### src/rtl/traffic_gen_pkg.sv
// Shared types and constants for the traffic generator: FSM states, pattern modes,
// the fixed word table and Galois LFSR tap selection.
package traffic_gen_pkg;

    typedef enum logic [1:0] {
        ST_IDLE = 2'd0,
        ST_INIT = 2'd1,
        ST_SEND = 2'd2,
        ST_DONE = 2'd3
    } state_e;

    localparam logic [1:0] MODE_TABLE   = 2'd0;
    localparam logic [1:0] MODE_INC     = 2'd1;
    localparam logic [1:0] MODE_LFSR    = 2'd2;
    localparam logic [1:0] MODE_INC_ALT = 2'd3;

    localparam int unsigned TABLE_LEN = 6;
    localparam logic [7:0] PATTERN_TABLE [TABLE_LEN] = '{8'hFF, 8'hAA, 8'hBB, 8'hCC, 8'hDD, 8'hEE};

    localparam logic [63:0] LFSR_TAPS_8 = 64'hB8;

    // Right-shifting Galois taps; widths without a listed polynomial fall back to MSB-only feedback.
    function automatic logic [63:0] lfsr_taps(input int unsigned width);
        case (width)
            4:       return 64'hC;
            8:       return LFSR_TAPS_8;
            16:      return 64'hB400;
            default: return 64'(1) << (width - 1);
        endcase
    endfunction

    function automatic logic [2:0] table_next(input logic [2:0] idx);
        return (idx == 3'(TABLE_LEN - 1)) ? 3'd0 : idx + 3'd1;
    endfunction

endpackage

### src/rtl/traffic_gen_lfsr.sv
// Galois LFSR word source: load sets the register, advance steps it one position.
module traffic_gen_lfsr
    import traffic_gen_pkg::*;
#(
    parameter int unsigned DATA_W = 8
) (
    input  logic              clk_i,
    input  logic              rst_i,
    input  logic              load_i,
    input  logic [DATA_W-1:0] load_val_i,
    input  logic              advance_i,
    output logic [DATA_W-1:0] value_o
);

    localparam logic [DATA_W-1:0] TAPS = DATA_W'(lfsr_taps(DATA_W));

    logic [DATA_W-1:0] value_q, value_d;

    always_comb begin
        value_d = value_q;
        if (load_i) begin
            value_d = load_val_i;
        end else if (advance_i) begin
            value_d = (value_q >> 1) ^ (value_q[0] ? TAPS : '0);
        end
    end

    always_ff @(posedge clk_i) begin
        if (rst_i) begin
            value_q <= '0;
        end else begin
            value_q <= value_d;
        end
    end

    assign value_o = value_q;

endmodule

### src/rtl/traffic_gen.sv
// Burst traffic generator (table / increment / LFSR patterns) with full-backpressure.
// Optional inter-word idle gap enabled by defining TRAFFIC_GEN_GAP_EN.
module traffic_gen
    import traffic_gen_pkg::*;
#(
    parameter int unsigned DATA_W     = 8,
    parameter int unsigned LEN_W      = 8,
    parameter int unsigned GAP_CYCLES = 2
) (
    input  logic              CLK,
    input  logic              RESET,
    input  logic              start,
    input  logic [1:0]        mode,
    input  logic [DATA_W-1:0] seed,
    input  logic [LEN_W-1:0]  burst_len,
    input  logic              full,
    output logic [DATA_W-1:0] DATA_IN,
    output logic              WRITE,
    output logic              init,
    output logic              busy,
    output logic              done,
    output logic [LEN_W-1:0]  word_cnt
);

`ifdef TRAFFIC_GEN_GAP_EN
    localparam bit GAP_EN = 1'b1;
`else
    localparam bit GAP_EN = 1'b0;
`endif
    localparam int unsigned GAP_W = $clog2(GAP_CYCLES + 1) + 1;

    state_e            state_q;
    logic [1:0]        mode_q;
    logic [DATA_W-1:0] seed_q, data_q, data_d, first_word, lfsr_val;
    logic [LEN_W-1:0]  len_q, cnt_q, cnt_d;
    logic [2:0]        tidx_q, tidx_d;
    logic [GAP_W-1:0]  gap_q;
    logic              write_q, init_q, busy_q, done_q;
    logic              xfer, lfsr_load, lfsr_adv;

    always_comb begin
        xfer      = (state_q == ST_SEND) && write_q && !full;
        cnt_d     = cnt_q + LEN_W'(1);
        tidx_d    = table_next(tidx_q);
        lfsr_load = (state_q == ST_INIT);
        lfsr_adv  = xfer && (mode_q == MODE_LFSR);
        case (mode_q)
            MODE_TABLE: begin
                first_word = DATA_W'(PATTERN_TABLE[0]);
                data_d     = DATA_W'(PATTERN_TABLE[tidx_d]);
            end
            MODE_LFSR: begin
                // An all-zero seed would lock the LFSR, so it starts from 1 instead.
                first_word = (seed_q == '0) ? DATA_W'(1) : seed_q;
                data_d     = data_q;
            end
            default: begin
                first_word = seed_q;
                data_d     = data_q + DATA_W'(1);
            end
        endcase
    end

    traffic_gen_lfsr #(.DATA_W(DATA_W)) u_lfsr (
        .clk_i      (CLK),
        .rst_i      (RESET),
        .load_i     (lfsr_load),
        .load_val_i (first_word),
        .advance_i  (lfsr_adv),
        .value_o    (lfsr_val)
    );

    always_ff @(posedge CLK) begin
        if (RESET) begin
            state_q <= ST_IDLE;
            mode_q  <= MODE_TABLE;
            seed_q  <= '0;
            len_q   <= '0;
            data_q  <= '0;
            tidx_q  <= '0;
            cnt_q   <= '0;
            gap_q   <= '0;
            write_q <= 1'b0;
            init_q  <= 1'b0;
            busy_q  <= 1'b0;
            done_q  <= 1'b0;
        end else begin
            case (state_q)
                ST_IDLE: begin
                    done_q <= 1'b0;
                    if (start) begin
                        mode_q  <= mode;
                        seed_q  <= seed;
                        len_q   <= burst_len;
                        cnt_q   <= '0;
                        init_q  <= 1'b1;
                        busy_q  <= 1'b1;
                        state_q <= ST_INIT;
                    end
                end
                ST_INIT: begin
                    init_q <= 1'b0;
                    tidx_q <= '0;
                    data_q <= first_word;
                    gap_q  <= '0;
                    if (len_q == '0) begin
                        busy_q  <= 1'b0;
                        done_q  <= 1'b1;
                        state_q <= ST_DONE;
                    end else begin
                        write_q <= 1'b1;
                        state_q <= ST_SEND;
                    end
                end
                ST_SEND: begin
                    if (xfer) begin
                        cnt_q  <= cnt_d;
                        data_q <= data_d;
                        tidx_q <= tidx_d;
                        if (cnt_d == len_q) begin
                            write_q <= 1'b0;
                            busy_q  <= 1'b0;
                            done_q  <= 1'b1;
                            state_q <= ST_DONE;
                        end else if (GAP_EN && GAP_CYCLES != 0) begin
                            write_q <= 1'b0;
                            gap_q   <= GAP_W'(GAP_CYCLES);
                        end
                    end else if (gap_q != '0) begin
                        // WRITE returns on the cycle after the gap counter runs out.
                        gap_q <= gap_q - GAP_W'(1);
                        if (gap_q == GAP_W'(1)) begin
                            write_q <= 1'b1;
                        end
                    end
                end
                ST_DONE: begin
                    done_q  <= 1'b0;
                    state_q <= ST_IDLE;
                end
                default: state_q <= ST_IDLE;
            endcase
        end
    end

    assign DATA_IN  = (mode_q == MODE_LFSR) ? lfsr_val : data_q;
    assign WRITE    = write_q;
    assign init     = init_q;
    assign busy     = busy_q;
    assign done     = done_q;
    assign word_cnt = cnt_q;

endmodule

### config.mk
export PLATFORM = sky130hd
export DESIGN_NAME = traffic_gen
export DESIGN_NICKNAME = d
export VERILOG_FILES = /design/src/rtl/traffic_gen_pkg.sv /design/src/rtl/traffic_gen_lfsr.sv /design/src/rtl/traffic_gen.sv
export SDC_FILE = /design/constraint.sdc
export NUM_CORES = 1
export LEC_CHECK = 0
export ABC_AREA = 1
export BUFFER_PORTS_ARGS = -buffer_cell sky130_fd_sc_hd__buf_4
export CAP_MARGIN = 20
export CORE_MARGIN = 1.5
export CORE_UTILIZATION = 40
export CTS_BUF_LIST = sky130_fd_sc_hd__clkbuf_16
export DETAILED_ROUTE_END_ITERATION = 7
export GPL_TIMING_DRIVEN = 0
export MAX_ROUTING_LAYER = met4
export SYNTH_ARGS = -nofsm -noshare
export SYNTH_HDL_FRONTEND = slang
export SYNTH_SLANG_ARGS = --single-unit
### constraint.sdc
create_clock -name CLK -period 1.59 [get_ports CLK]
set_input_delay 0.3975 -clock CLK [delete_from_list [all_inputs] [get_ports CLK]]
set_output_delay 0.3975 -clock CLK [all_outputs]
set_load 0.05 [all_outputs]
==> results of run 1 <==
layer usage:
layer	wire length, um	part of all wire	track usage
met1	4270	0.47	0.330
met2	4290	0.47	0.376
met3	471	0.052	0.0397
met4	114	0.012	0.0531
met5	0	0	-
worst max-delay path: cells and delay by family (launching register included):
family | cells | cell delay [ns]
buffers and inverters | 2 | 0.33
DFF | 1 | 0.36
and+or+nand+nor | 3 | 0.33
flip-flops by register name (all words and copies together), names as in the netlist, 2 cells and up:
name / flops
gap_q: 3
seed_q: 8
mode_q: 2
len_q: 8
word_cnt: 8
tidx_q: 3
state_q: 2
data_q: 8
u_lfsr.value_o: 8
timing repair:
action,CTS,global route
buffers inserted,9,4
gates resized for setup,55,61
hold buffers,0,0
endpoints found under the setup margin,58,52
gates cloned,2,0
pin swaps,20,19
worst min-delay path by stage:
| stage | start | end | slack, ns | depth (start not counted) |
|---|---|---|---|---|
| 3_5_place_dp | gap_q[0] | gap_q[0] | 0.45 | 1 |
| 3_3_place_gp | gap_q[0] | gap_q[0] | 0.45 | 1 |
| 6_report | seed[3] | seed_q[3] | 0.36 | 3 |
| 2_1_floorplan | gap_q[0] | gap_q[0] | 0.43 | 1 |
| 4_1_cts | burst_len[0] | len_q[0] | 0.36 | 3 |
| 5_1_grt | burst_len[1] | len_q[1] | 0.38 | 3 |
synthesized netlist by cell type:
| master | number |
|---|---|
| a211o_1 | 1 |
| o21bai_1 | 1 |
| a311oi_1 | 2 |
| buf_1 | 1 |
| nor2_1 | 64 |
| a2111oi_0 | 1 |
| nand3_1 | 22 |
| ha_1 | 9 |
| a31oi_1 | 3 |
| a22o_1 | 2 |
| xor2_1 | 4 |
| o22ai_1 | 1 |
| o31ai_1 | 1 |
| a211oi_1 | 5 |
| a21oi_1 | 39 |
| nand3_2 | 1 |
| nand2_2 | 5 |
| nor2_4 | 2 |
| inv_1 | 48 |
| nand4_1 | 4 |
| dfxtp_1 | 54 |
| buf_4 | 1 |
| a32o_1 | 1 |
| clkinv_1 | 1 |
| o21bai_2 | 1 |
| clkbuf_1 | 14 |
| nand2_1 | 89 |
| buf_2 | 2 |
| o32ai_1 | 1 |
| xnor2_1 | 2 |
| o21ai_0 | 56 |
| o21ai_1 | 1 |
| nor4_1 | 3 |
| nor3_1 | 3 |
| nor2_2 | 5 |
per-stage QoR:
step | hold WS [ns] | setup WS [ns] | instance area (sq um) | cells
final | 0.360 | -0.124 | 4100 | 610
after global routing | 0.377 | -0.205 | 4100 | 610
after CTS | 0.362 | -0.148 | 3890 | 606
after global placement | 0.447 | -0.508 | 3460 | 589
after floorplan | 0.431 | -0.206 | 3040 | 450
after detailed placement | 0.449 | -0.479 | 3460 | 589
where the power goes:
group          internal (mW)  switching, mW
Combinational           1.68           2.75
Sequential              1.77          0.404
Clock                  0.753          0.529
kinds of logic (layout without fill, tap and decap cells):
logic type | after synthesis | after routing
DFF | 54 | 54
AOI/OAI and AO/OA | 116 | 116
xor gates and xnor gates | 6 | 6
and+or+nand+nor | 198 | 198
buffers and inverters | 67 | 128
adders and majority gates | 9 | 9
cell usage in the layout, fill, tap and decap left out, types with 6 or more instances in the layout:
cell type	n
nand2_1	72
inv_2	8
nand2_2	17
a21oi_1	37
nand3_1	18
nor2_1	52
buf_6	6
dfxtp_1	42
o21ai_0	51
nor2_2	10
dfxtp_4	8
inv_1	39
nor2_4	9
buf_4	48
final cells by class:
type,instances,share of cell area
plain buffers,16,0.0247
clock buffers,5,0.0305
clock inverters,3,0.0116
inverters,49,0.0458
multi-input cells,329,0.472
flip-flops and latches,54,0.272
well taps,99,0.0302
repair buffers,54,0.112
repair inverters,1,0.00122
==> impl_metrics.prom, run 1 <==
# TYPE chip_impl_metric gauge
chip_impl_info{name="run_status",value="finished with violations"} 1
chip_impl_info{name="failed_checks",value="setup timing"} 1
chip_impl_metric{name="final_core_utilization",unit=""} 0.569
chip_impl_metric{name="timing.final.crit_period",unit="ns"} 1.71
chip_impl_metric{name="timing.final.ws_setup",unit="ns"} -0.124
chip_impl_info{name="worst-setup-path-type",value="reg -> out"} 1
chip_impl_metric{name="grt_pass1_wl",unit="um"} 14300
chip_impl_metric{name="post_route_cells_drive_above_1_share",unit=""} 0.311
chip_impl_metric{name="start_util",unit=""} 0.413
chip_impl_info{name="rsz0062_at_grt",value="yes"} 1
chip_impl_info{name="worstPathCellList",value="nor2_4, buf_4, nand2_1, nand2_2, buf_6"} 1
chip_impl_metric{name="multiInputGateArea",unit="sq um"} 1940
chip_impl_metric{name="cts_inserted_buffers",unit=""} 5
chip_impl_metric{name="cts_num_sinks",unit=""} 54
chip_impl_metric{name="rr_worst_depth",unit=""} 12
chip_impl_metric{name="syn-cell-area",unit="sq um"} 2980
chip_impl_metric{name="fin_worst_skew",unit="ns"} 0.00805
chip_impl_info{name="main_combinational_cell_family_by_area_after_synthesis",value="simple AND/OR/NAND/NOR gates"} 1
chip_impl_info{name="cpMaxStageDelayCell",value="dfxtp_2"} 1
chip_impl_metric{name="grt_use_total",unit=""} 0.242
chip_impl_metric{name="clock_insertion_delay_worst_skew",unit="ns"} 0.29
chip_impl_info{name="yosysTopAreaCell",value="dfxtp_1"} 1
chip_impl_metric{name="syn-instance-count",unit=""} 450
chip_impl_metric{name="yosys_register_bits",unit=""} 54
chip_impl_metric{name="port-buffer-count",unit=""} 40
chip_impl_metric{name="synthSimpleGateAreaFrac",unit=""} 0.281
chip_impl_metric{name="vias",unit=""} 3232
chip_impl_metric{name="die_y",unit="um"} 89.4
chip_impl_metric{name="top_level_ports",unit=""} 42
chip_impl_metric{name="min_period_over_period",unit=""} 1.08
chip_impl_info{name="worstHoldPathType",value="in -> reg"} 1
chip_impl_metric{name="cts_htree_levels",unit=""} 2
chip_impl_info{name="critPathLaunchType",value="flop"} 1
chip_impl_info{name="synth_area_leaders",value="dfxtp_1 36%, nand2_1 11%, o21ai_0 9.4%"} 1
chip_impl_info{name="critPathCapture",value="DATA_IN[6]"} 1
chip_impl_metric{name="synth_top_area_frac",unit=""} 0.362
chip_impl_metric{name="yosysUniqueCellTypes",unit=""} 35
chip_impl_info{name="r2r_start",value="word_cnt[1]"} 1
chip_impl_metric{name="drt_iter0_drc",unit=""} 186
chip_impl_metric{name="drt_drc_violations_left",unit=""} 0
chip_impl_info{name="crit_start",value="mode_q[0]"} 1
chip_impl_metric{name="design.final.nets",unit=""} 541
chip_impl_metric{name="grt-ovfl-total",unit=""} 0
chip_impl_metric{name="synthXorXnorAreaFrac",unit=""} 0.0176
chip_impl_metric{name="timing.max_cap.violations",unit=""} 0
chip_impl_metric{name="cp_data_required_time",unit="ns"} 1.19
chip_impl_metric{name="timing_hold_violations_final",unit=""} 0
chip_impl_metric{name="reg2reg_slack",unit="ns"} -0.11
chip_impl_info{name="cts.root.buffer_cell",value="clkbuf_16"} 1
chip_impl_metric{name="route.detailed.wl_per_inst",unit="um"} 15.0
chip_impl_metric{name="cts-root-to-sink-buffers",unit=""} 2
chip_impl_metric{name="setup-tns-final",unit="ns"} -1.10
chip_impl_info{name="setup.worst_path.end_class",value="output pin"} 1
chip_impl_metric{name="synth-compound-area-share",unit=""} 0.215
chip_impl_metric{name="drt.antenna.violating_nets",unit=""} 0
chip_impl_metric{name="sum_of_internal_switching_and_leakage_power",unit="mW"} 7.89
chip_impl_metric{name="crit_arrival",unit="ns"} 1.32
chip_impl_metric{name="worst_path_largest_cell_delay",unit="ns"} 0.36
chip_impl_metric{name="ys.warnings.count",unit=""} 0
chip_impl_metric{name="layout.area.seq",unit="sq um"} 1120
chip_impl_metric{name="syn2layout_area_growth",unit="%"} 37.5
chip_impl_info{name="tritoncts_clock_tree",value="built"} 1
chip_impl_metric{name="worst_pin_slew",unit="ns"} 0.625
chip_impl_metric{name="synth_sequential_area_ratio",unit=""} 0.362
chip_impl_metric{name="antenna_found_initial",unit=""} 0
chip_impl_metric{name="clk_pin_slew",unit="ns"} 0.08
chip_impl_metric{name="detail_route.wirelength",unit="um"} 9140
chip_impl_metric{name="setup-violations-final",unit=""} 16
chip_impl_metric{name="muxShareOfSynthArea",unit=""} 0
chip_impl_metric{name="yosys.area_share.adder",unit=""} 0.0378
chip_impl_metric{name="syn-num-nets",unit=""} 481
chip_impl_metric{name="design.core.area",unit="sq um"} 7210
chip_impl_metric{name="vias_in_the_first_global_route",unit=""} 2890
chip_impl_metric{name="antenna-diode-count",unit=""} 0
chip_impl_metric{name="dr.pass1.iters",unit=""} 5
chip_impl_metric{name="grt_max_degree",unit=""} 19
chip_impl_metric{name="route.detailed.vias_per_inst",unit=""} 5.30
chip_impl_metric{name="core.rowCount",unit=""} 31
chip_impl_metric{name="die_area",unit="sq um"} 7980
chip_impl_metric{name="p_leak",unit="nW"} 1.74
chip_impl_info{name="worst_r2r_endpoint",value="done"} 1
chip_impl_metric{name="chipWidth",unit="um"} 89.4
chip_impl_metric{name="maximum_fanout_along_the_worst_path",unit=""} 5
chip_impl_metric{name="synth.avg_cell_area",unit="sq um"} 6.63
chip_impl_metric{name="irDropWorstVdd",unit="mV"} 1.09
chip_impl_metric{name="timing_max_transition_violations_final",unit=""} 0
chip_impl_metric{name="f_max",unit="GHz"} 0.583
chip_impl_metric{name="place_hpwl",unit="um"} 6450
chip_impl_metric{name="gpl.final_weighted_congestion",unit=""} 0.916
chip_impl_metric{name="n_fill_cell",unit=""} 695
chip_impl_metric{name="power_per_cell_area",unit="nW/um^2"} 1920
chip_impl_metric{name="timing.slew.headroom",unit=""} 0.583
Note: power is estimated with default switching activity, not from simulation.
==> inputs of run 2 (changes only) <==
Settings changed: PLACE_DENSITY set to 0.66.
==> impl_metrics.prom, run 2 (synthesis results as in run 1) <==
# TYPE chip_impl_metric gauge
chip_impl_metric{name="cts.hold.buffers_added",unit=""} 0
chip_impl_metric{name="grt_max_degree",unit=""} 18
chip_impl_metric{name="reg2reg_slack",unit="ns"} -0.16
chip_impl_metric{name="worst_pin_slew",unit="ns"} 0.696
chip_impl_metric{name="drt_iter0_drc",unit=""} 283
chip_impl_info{name="mostFrequentLayoutCells",value="67 x nand2_1, 53 x nor2_1, 51 x o21ai_0"} 1
chip_impl_metric{name="setup-tns-final",unit="ns"} -1.75
chip_impl_metric{name="port-buffer-count",unit=""} 40
chip_impl_metric{name="irDropWorstVdd",unit="mV"} 0.749
chip_impl_metric{name="place_hpwl",unit="um"} 6350
chip_impl_metric{name="clock_power_share",unit=""} 0.167
chip_impl_metric{name="timing.final.ws_setup",unit="ns"} -0.156
chip_impl_metric{name="timing.final.crit_period",unit="ns"} 1.75
chip_impl_metric{name="dr.pass1.iters",unit=""} 5
chip_impl_metric{name="setup-violations-final",unit=""} 18
chip_impl_metric{name="core.rowCount",unit=""} 31
chip_impl_metric{name="rr_worst_depth",unit=""} 11
chip_impl_metric{name="cts-root-to-sink-buffers",unit=""} 2
chip_impl_info{name="worstHoldPathType",value="in -> reg"} 1
chip_impl_metric{name="antenna_found_initial",unit=""} 0
chip_impl_metric{name="comb_power_share",unit=""} 0.561
chip_impl_metric{name="fin_worst_skew",unit="ns"} 0.00605
chip_impl_metric{name="power_frac_seq",unit=""} 0.272
chip_impl_metric{name="grt_use_total",unit=""} 0.235
chip_impl_metric{name="f_max",unit="GHz"} 0.573
chip_impl_info{name="run_status",value="finished with violations"} 1
chip_impl_metric{name="total_switching_power",unit="mW"} 3.74
chip_impl_metric{name="drt_drc_violations_left",unit=""} 0
chip_impl_metric{name="route.detailed.vias_per_inst",unit=""} 5.27
chip_impl_metric{name="netSwitchingFraction",unit=""} 0.460
chip_impl_info{name="cts.root.buffer_cell",value="clkbuf_16"} 1
chip_impl_metric{name="grt_pass1_wl",unit="um"} 13800
chip_impl_metric{name="clock_insertion_delay_worst_skew",unit="ns"} 0.29
chip_impl_metric{name="power_per_cell_area",unit="nW/um^2"} 1930
chip_impl_info{name="critPathCapture",value="DATA_IN[6]"} 1
chip_impl_metric{name="min_period_over_period",unit=""} 1.10
chip_impl_metric{name="detail_route.wirelength",unit="um"} 9000
chip_impl_info{name="tritoncts_clock_tree",value="built"} 1
chip_impl_metric{name="cp_data_required_time",unit="ns"} 1.19
chip_impl_info{name="critPathLaunchType",value="flop"} 1
chip_impl_metric{name="start_util",unit=""} 0.413
chip_impl_metric{name="route.detailed.wl_per_inst",unit="um"} 14.7
chip_impl_info{name="rsz0062_at_grt",value="yes"} 1
chip_impl_metric{name="timing.max_cap.violations",unit=""} 0
chip_impl_metric{name="maximum_fanout_along_the_worst_path",unit=""} 5
chip_impl_metric{name="chipWidth",unit="um"} 89.4
chip_impl_metric{name="cts_htree_levels",unit=""} 2
chip_impl_metric{name="clk_pin_slew",unit="ns"} 0.07
chip_impl_info{name="crit_start",value="mode_q[1]"} 1
chip_impl_metric{name="vias",unit=""} 3234
chip_impl_metric{name="antenna-diode-count",unit=""} 0
chip_impl_metric{name="cts_num_sinks",unit=""} 54
chip_impl_metric{name="vias_in_the_first_global_route",unit=""} 2877
chip_impl_info{name="worst_r2r_endpoint",value="WRITE"} 1
chip_impl_info{name="r2r_start",value="word_cnt[1]"} 1
chip_impl_metric{name="die_area",unit="sq um"} 7980
chip_impl_metric{name="finalInstanceArea",unit="sq um"} 4220
chip_impl_metric{name="drt.antenna.violating_nets",unit=""} 0
chip_impl_metric{name="syn2layout_area_growth",unit="%"} 41.5
chip_impl_metric{name="design.final.nets",unit=""} 545
chip_impl_metric{name="post_route_cells_drive_above_1_share",unit=""} 0.340
chip_impl_info{name="worst-setup-path-type",value="reg -> out"} 1
chip_impl_metric{name="cts_inserted_buffers",unit=""} 5
chip_impl_info{name="most_common_library_cell_in_the_layout_ignoring_fill_and_taps",value="nand2_1"} 1
chip_impl_metric{name="crit_arrival",unit="ns"} 1.35
chip_impl_metric{name="p_leak",unit="nW"} 1.82
chip_impl_metric{name="placed_cell_area",unit="sq um"} 3460
chip_impl_metric{name="die_y",unit="um"} 89.4
chip_impl_metric{name="p_int",unit="mW"} 4.40
chip_impl_info{name="setup.worst_path.end_class",value="output pin"} 1
chip_impl_metric{name="top_level_ports",unit=""} 42
chip_impl_metric{name="timing.slew.headroom",unit=""} 0.536
chip_impl_metric{name="timing_max_transition_violations_final",unit=""} 0
chip_impl_metric{name="grt-ovfl-total",unit=""} 0
chip_impl_metric{name="timing_hold_violations_final",unit=""} 0
chip_impl_info{name="failed_checks",value="setup timing"} 1
chip_impl_metric{name="gpl.final_weighted_congestion",unit=""} 0.904
chip_impl_metric{name="design.core.area",unit="sq um"} 7210
==> run 2: metal layers <==
metal | share of wire | global-route usage | vias up
met5 | 0 | - | -
met4 | 0.0094 | 0.0601 | 0
met3 | 0.066 | 0.0342 | 9
met2 | 0.48 | 0.365 | 115
met1 | 0.45 | 0.320 | 1498
li1 | - | - | 1612
==> run 2: worst min-delay path by stage <==
| stage | startpoint | depth (start not counted) | to |
|---|---|---|---|
| final | seed[7] | 3 | seed_q[7] |
| after global routing | seed[7] | 3 | seed_q[7] |
| after CTS | seed[7] | 3 | seed_q[7] |
| after detailed placement | gap_q[0] | 1 | gap_q[0] |
| after global placement | gap_q[0] | 1 | gap_q[0] |
| after floorplan | gap_q[0] | 1 | gap_q[0] |
==> run 2: power by group through the flow <==
stage	logic, mW	clock network (mW)	registers [mW]
final	4.57	1.36	2.22
after global routing	4.99	1.44	2.27
after floorplan	2.39	0	2.23
after global placement	3.38	0	2.14
after CTS	3.90	1.38	2.15
after detailed placement	3.42	0	2.15
==> run 2: worst max-delay path: stages (launching register included) <==
cell	delay, ns
dfxtp_2	0.33
inv_2	0.05
nor2_4	0.18
buf_8	0.16
nand2_1	0.11
nand2_4	0.09
buf_8	0.14
==> run 2: repair_timing <==
item / in CTS / in global routing
resized for setup: 54 / 91
endpoints found under the setup margin: 55 / 51
gates cloned: 2 / 0
pin swaps: 12 / 25
setup buffers: 8 / 8
endpoints found under the hold margin: 0 / 0
==> run 2: per-stage QoR <==
stage          utilization  hold WS, ns  setup WS (ns)  power, mW  cells
2_1_floorplan            -        0.431         -0.206       4.62    450
3_3_place_gp         0.480        0.447         -0.419       5.52    589
3_5_place_dp         0.480        0.454         -0.449       5.57    589
4_1_cts              0.541        0.359         -0.128       7.44    606
5_1_grt              0.585        0.373         -0.267       8.70    614
6_report             0.585        0.357         -0.156       8.15    614
==> run 2: area by class of cell <==
class / instances / area, sq um
Tap cell: 99 / 124
Buffer: 17 / 109
Multi-Input combinational cell: 329 / 1990
Clock inverter: 2 / 38.8
Inverter: 49 / 200
Timing Repair Buffer: 57 / 484
Clock buffer: 6 / 150
Fill cell: 648 / 2990
Timing Repair inverter: 1 / 5.00
Sequential cell: 54 / 1120
==> inputs of run 3 (changes only) <==
Clock period 1.59 ns to 1.9 ns, I/O delays scaled along.
==> impl_metrics.prom, run 3 (synthesis results as in run 1) <==
# TYPE chip_impl_metric gauge
chip_impl_info{name="run_status",value="finished clean"} 1
chip_impl_metric{name="grt_max_degree",unit=""} 19
chip_impl_metric{name="clk_pin_slew",unit="ns"} 0.08
chip_impl_metric{name="chipWidth",unit="um"} 89.4
chip_impl_metric{name="place_hpwl",unit="um"} 6300
chip_impl_metric{name="worst_pin_slew",unit="ns"} 0.632
chip_impl_metric{name="dp.cells",unit=""} 589
chip_impl_metric{name="drt.antenna.violating_nets",unit=""} 0
chip_impl_metric{name="timing_max_transition_violations_final",unit=""} 0
chip_impl_info{name="cpMaxStageDelayCell",value="dfxtp_1"} 1
chip_impl_info{name="critPathLaunchType",value="flop"} 1
chip_impl_info{name="worst-setup-path-type",value="reg -> out"} 1
chip_impl_metric{name="timing_hold_violations_final",unit=""} 0
chip_impl_metric{name="design.final.nets",unit=""} 529
chip_impl_metric{name="layout.area.seq",unit="sq um"} 1100
chip_impl_metric{name="route.detailed.vias_per_inst",unit=""} 5.17
chip_impl_info{name="path_delay_family",value="buffers and inverters"} 1
chip_impl_metric{name="placed_cell_area",unit="sq um"} 3410
chip_impl_info{name="tritoncts_clock_tree",value="built"} 1
chip_impl_metric{name="route.detailed.wl_per_inst",unit="um"} 14.3
chip_impl_metric{name="timing.max_cap.violations",unit=""} 0
chip_impl_metric{name="top_level_ports",unit=""} 42
chip_impl_metric{name="fin_worst_skew",unit="ns"} 0.00787
chip_impl_metric{name="cp_data_required_time",unit="ns"} 1.42
chip_impl_metric{name="timing.final.crit_period",unit="ns"} 1.86
chip_impl_metric{name="port-buffer-count",unit=""} 40
chip_impl_metric{name="grt_pass1_wl",unit="um"} 13500
chip_impl_metric{name="antenna_found_initial",unit=""} 0
chip_impl_metric{name="maximum_fanout_along_the_worst_path",unit=""} 5
chip_impl_info{name="rsz0062_at_grt",value="yes"} 1
chip_impl_metric{name="vias_in_the_first_global_route",unit=""} 2773
chip_impl_info{name="cts.root.buffer_cell",value="clkbuf_16"} 1
chip_impl_metric{name="multiInputGateArea",unit="sq um"} 1740
chip_impl_metric{name="syn2layout_area_growth",unit="%"} 25.5
chip_impl_metric{name="cts.hold.buffers_added",unit=""} 0
chip_impl_metric{name="p_leak",unit="nW"} 1.61
chip_impl_metric{name="power_per_cell_area",unit="nW/um^2"} 1590
chip_impl_metric{name="dr.pass1.iters",unit=""} 5
chip_impl_metric{name="design.core.area",unit="sq um"} 7210
chip_impl_metric{name="clock_insertion_delay_worst_skew",unit="ns"} 0.29
chip_impl_metric{name="die_area",unit="sq um"} 7980
chip_impl_metric{name="n_fill_cell",unit=""} 753
chip_impl_info{name="worstHoldPathType",value="in -> reg"} 1
chip_impl_metric{name="timing.slew.headroom",unit=""} 0.579
chip_impl_metric{name="irDropWorstVdd",unit="mV"} 0.581
chip_impl_metric{name="sum_of_internal_switching_and_leakage_power",unit="mW"} 5.95
chip_impl_metric{name="start_util",unit=""} 0.413
chip_impl_metric{name="worst_path_largest_cell_delay",unit="ns"} 0.34
chip_impl_metric{name="grt_use_total",unit=""} 0.226
chip_impl_metric{name="drt_iter0_drc",unit=""} 208
chip_impl_metric{name="detail_route.wirelength",unit="um"} 8540
chip_impl_metric{name="grt-ovfl-total",unit=""} 0
chip_impl_metric{name="f_max",unit="GHz"} 0.537
chip_impl_metric{name="cts_num_sinks",unit=""} 54
chip_impl_info{name="most_common_library_cell_in_the_layout_ignoring_fill_and_taps",value="nand2_1"} 1
chip_impl_info{name="worstPathCellList",value="inv_1, nor2_4, buf_4, inv_1, nand2_1, nand2_1, buf_4"} 1
chip_impl_metric{name="vias",unit=""} 3089
chip_impl_metric{name="gpl.final_weighted_congestion",unit=""} 0.920
chip_impl_metric{name="post_route_cells_drive_above_1_share",unit=""} 0.186
chip_impl_metric{name="cts_inserted_buffers",unit=""} 5
chip_impl_info{name="mostFrequentLayoutCells",value="88 x nand2_1, 62 x nor2_1, 56 x o21ai_0"} 1
chip_impl_metric{name="critical_path_buf_inv_count",unit=""} 4
chip_impl_metric{name="final_cell_count_no_fill",unit=""} 598
chip_impl_metric{name="crit_arrival",unit="ns"} 1.39
chip_impl_metric{name="min_period_over_period",unit=""} 0.981
chip_impl_metric{name="setup-violations-final",unit=""} 0
chip_impl_metric{name="cts-root-to-sink-buffers",unit=""} 2
chip_impl_metric{name="antenna-diode-count",unit=""} 0
chip_impl_metric{name="core.rowCount",unit=""} 31
chip_impl_info{name="setup.worst_path.end_class",value="output pin"} 1
chip_impl_metric{name="die_y",unit="um"} 89.4
chip_impl_metric{name="final_core_utilization",unit=""} 0.519
chip_impl_metric{name="cts_htree_levels",unit=""} 2
chip_impl_metric{name="drt_drc_violations_left",unit=""} 0
chip_impl_metric{name="finalHoldWorstSlack",unit="ns"} 0.438
chip_impl_metric{name="finalInstanceArea",unit="sq um"} 3740
-- run 3: changes by cell type in the layout (fill, tap and decap cells not counted), sizes merged --
cell    change
buf        -14
bufinv      +1
clkbuf      -2
inv         +1
clkinv      -2
-- run 3: area by class of cell --
cell class              instances  area share
plain buffers                  17      0.0217
clock buffers                   5      0.0334
clock inverters                 3      0.0127
inverters                      49      0.0528
multi-input cells             329       0.465
flip-flops and latches         54       0.294
well taps                      99      0.0331
repair buffers                 42      0.0872
-- run 3: repair_timing --
item | 4_1_cts | 5_1_grt
pin swaps | 1 | 6
hold endpoints to repair | 0 | 0
setup buffers | 2 | 0
setup endpoints to repair | 26 | 33
gates resized for setup | 10 | 36
-- run 3: worst min-delay path, cell delays in order --
cell     delay [ns]
buf_4          0.08
o21ai_0        0.07
nor2_1         0.07
-- run 3: metrics by stage --
stage / setup TNS [ns] / worst slack, ns
floorplan: -0.912 / -0.304
global placement: -2.63 / -0.176
detailed placement: -2.45 / -0.167
CTS: 0 / 0.0340
global route: -0.0714 / -0.0297
finish: 0 / 0.0367
-- run 3: final timing paths --
check / from / to / slack [ns] / depth (start not counted)
setup / recovery: mode_q[1] / DATA_IN[6] / 0.04 / 7
hold reg to reg: gap_q[0] / gap_q[0] / 0.46 / 1
hold / removal: seed[2] / seed_q[2] / 0.44 / 3
setup reg to reg: mode_q[0] / u_lfsr.value_o[5] / 0.12 / 6
-- run 3: where the power goes --
part / switching, mW / leakage [nW] / internal [mW] / total, mW
Combinational: 2.02 / 1.07 / 1.07 / 3.09
Sequential: 0.308 / 0.449 / 1.48 / 1.78
Clock: 0.446 / 0.0844 / 0.630 / 1.08
Total: 2.78 / 1.61 / 3.18 / 5.95
-- run 3: layer usage --
metal  part of all wire  GRT usage
met1               0.50      0.320
met2               0.44      0.342
met3              0.046     0.0295
met4              0.010     0.0545
met5                  0          -
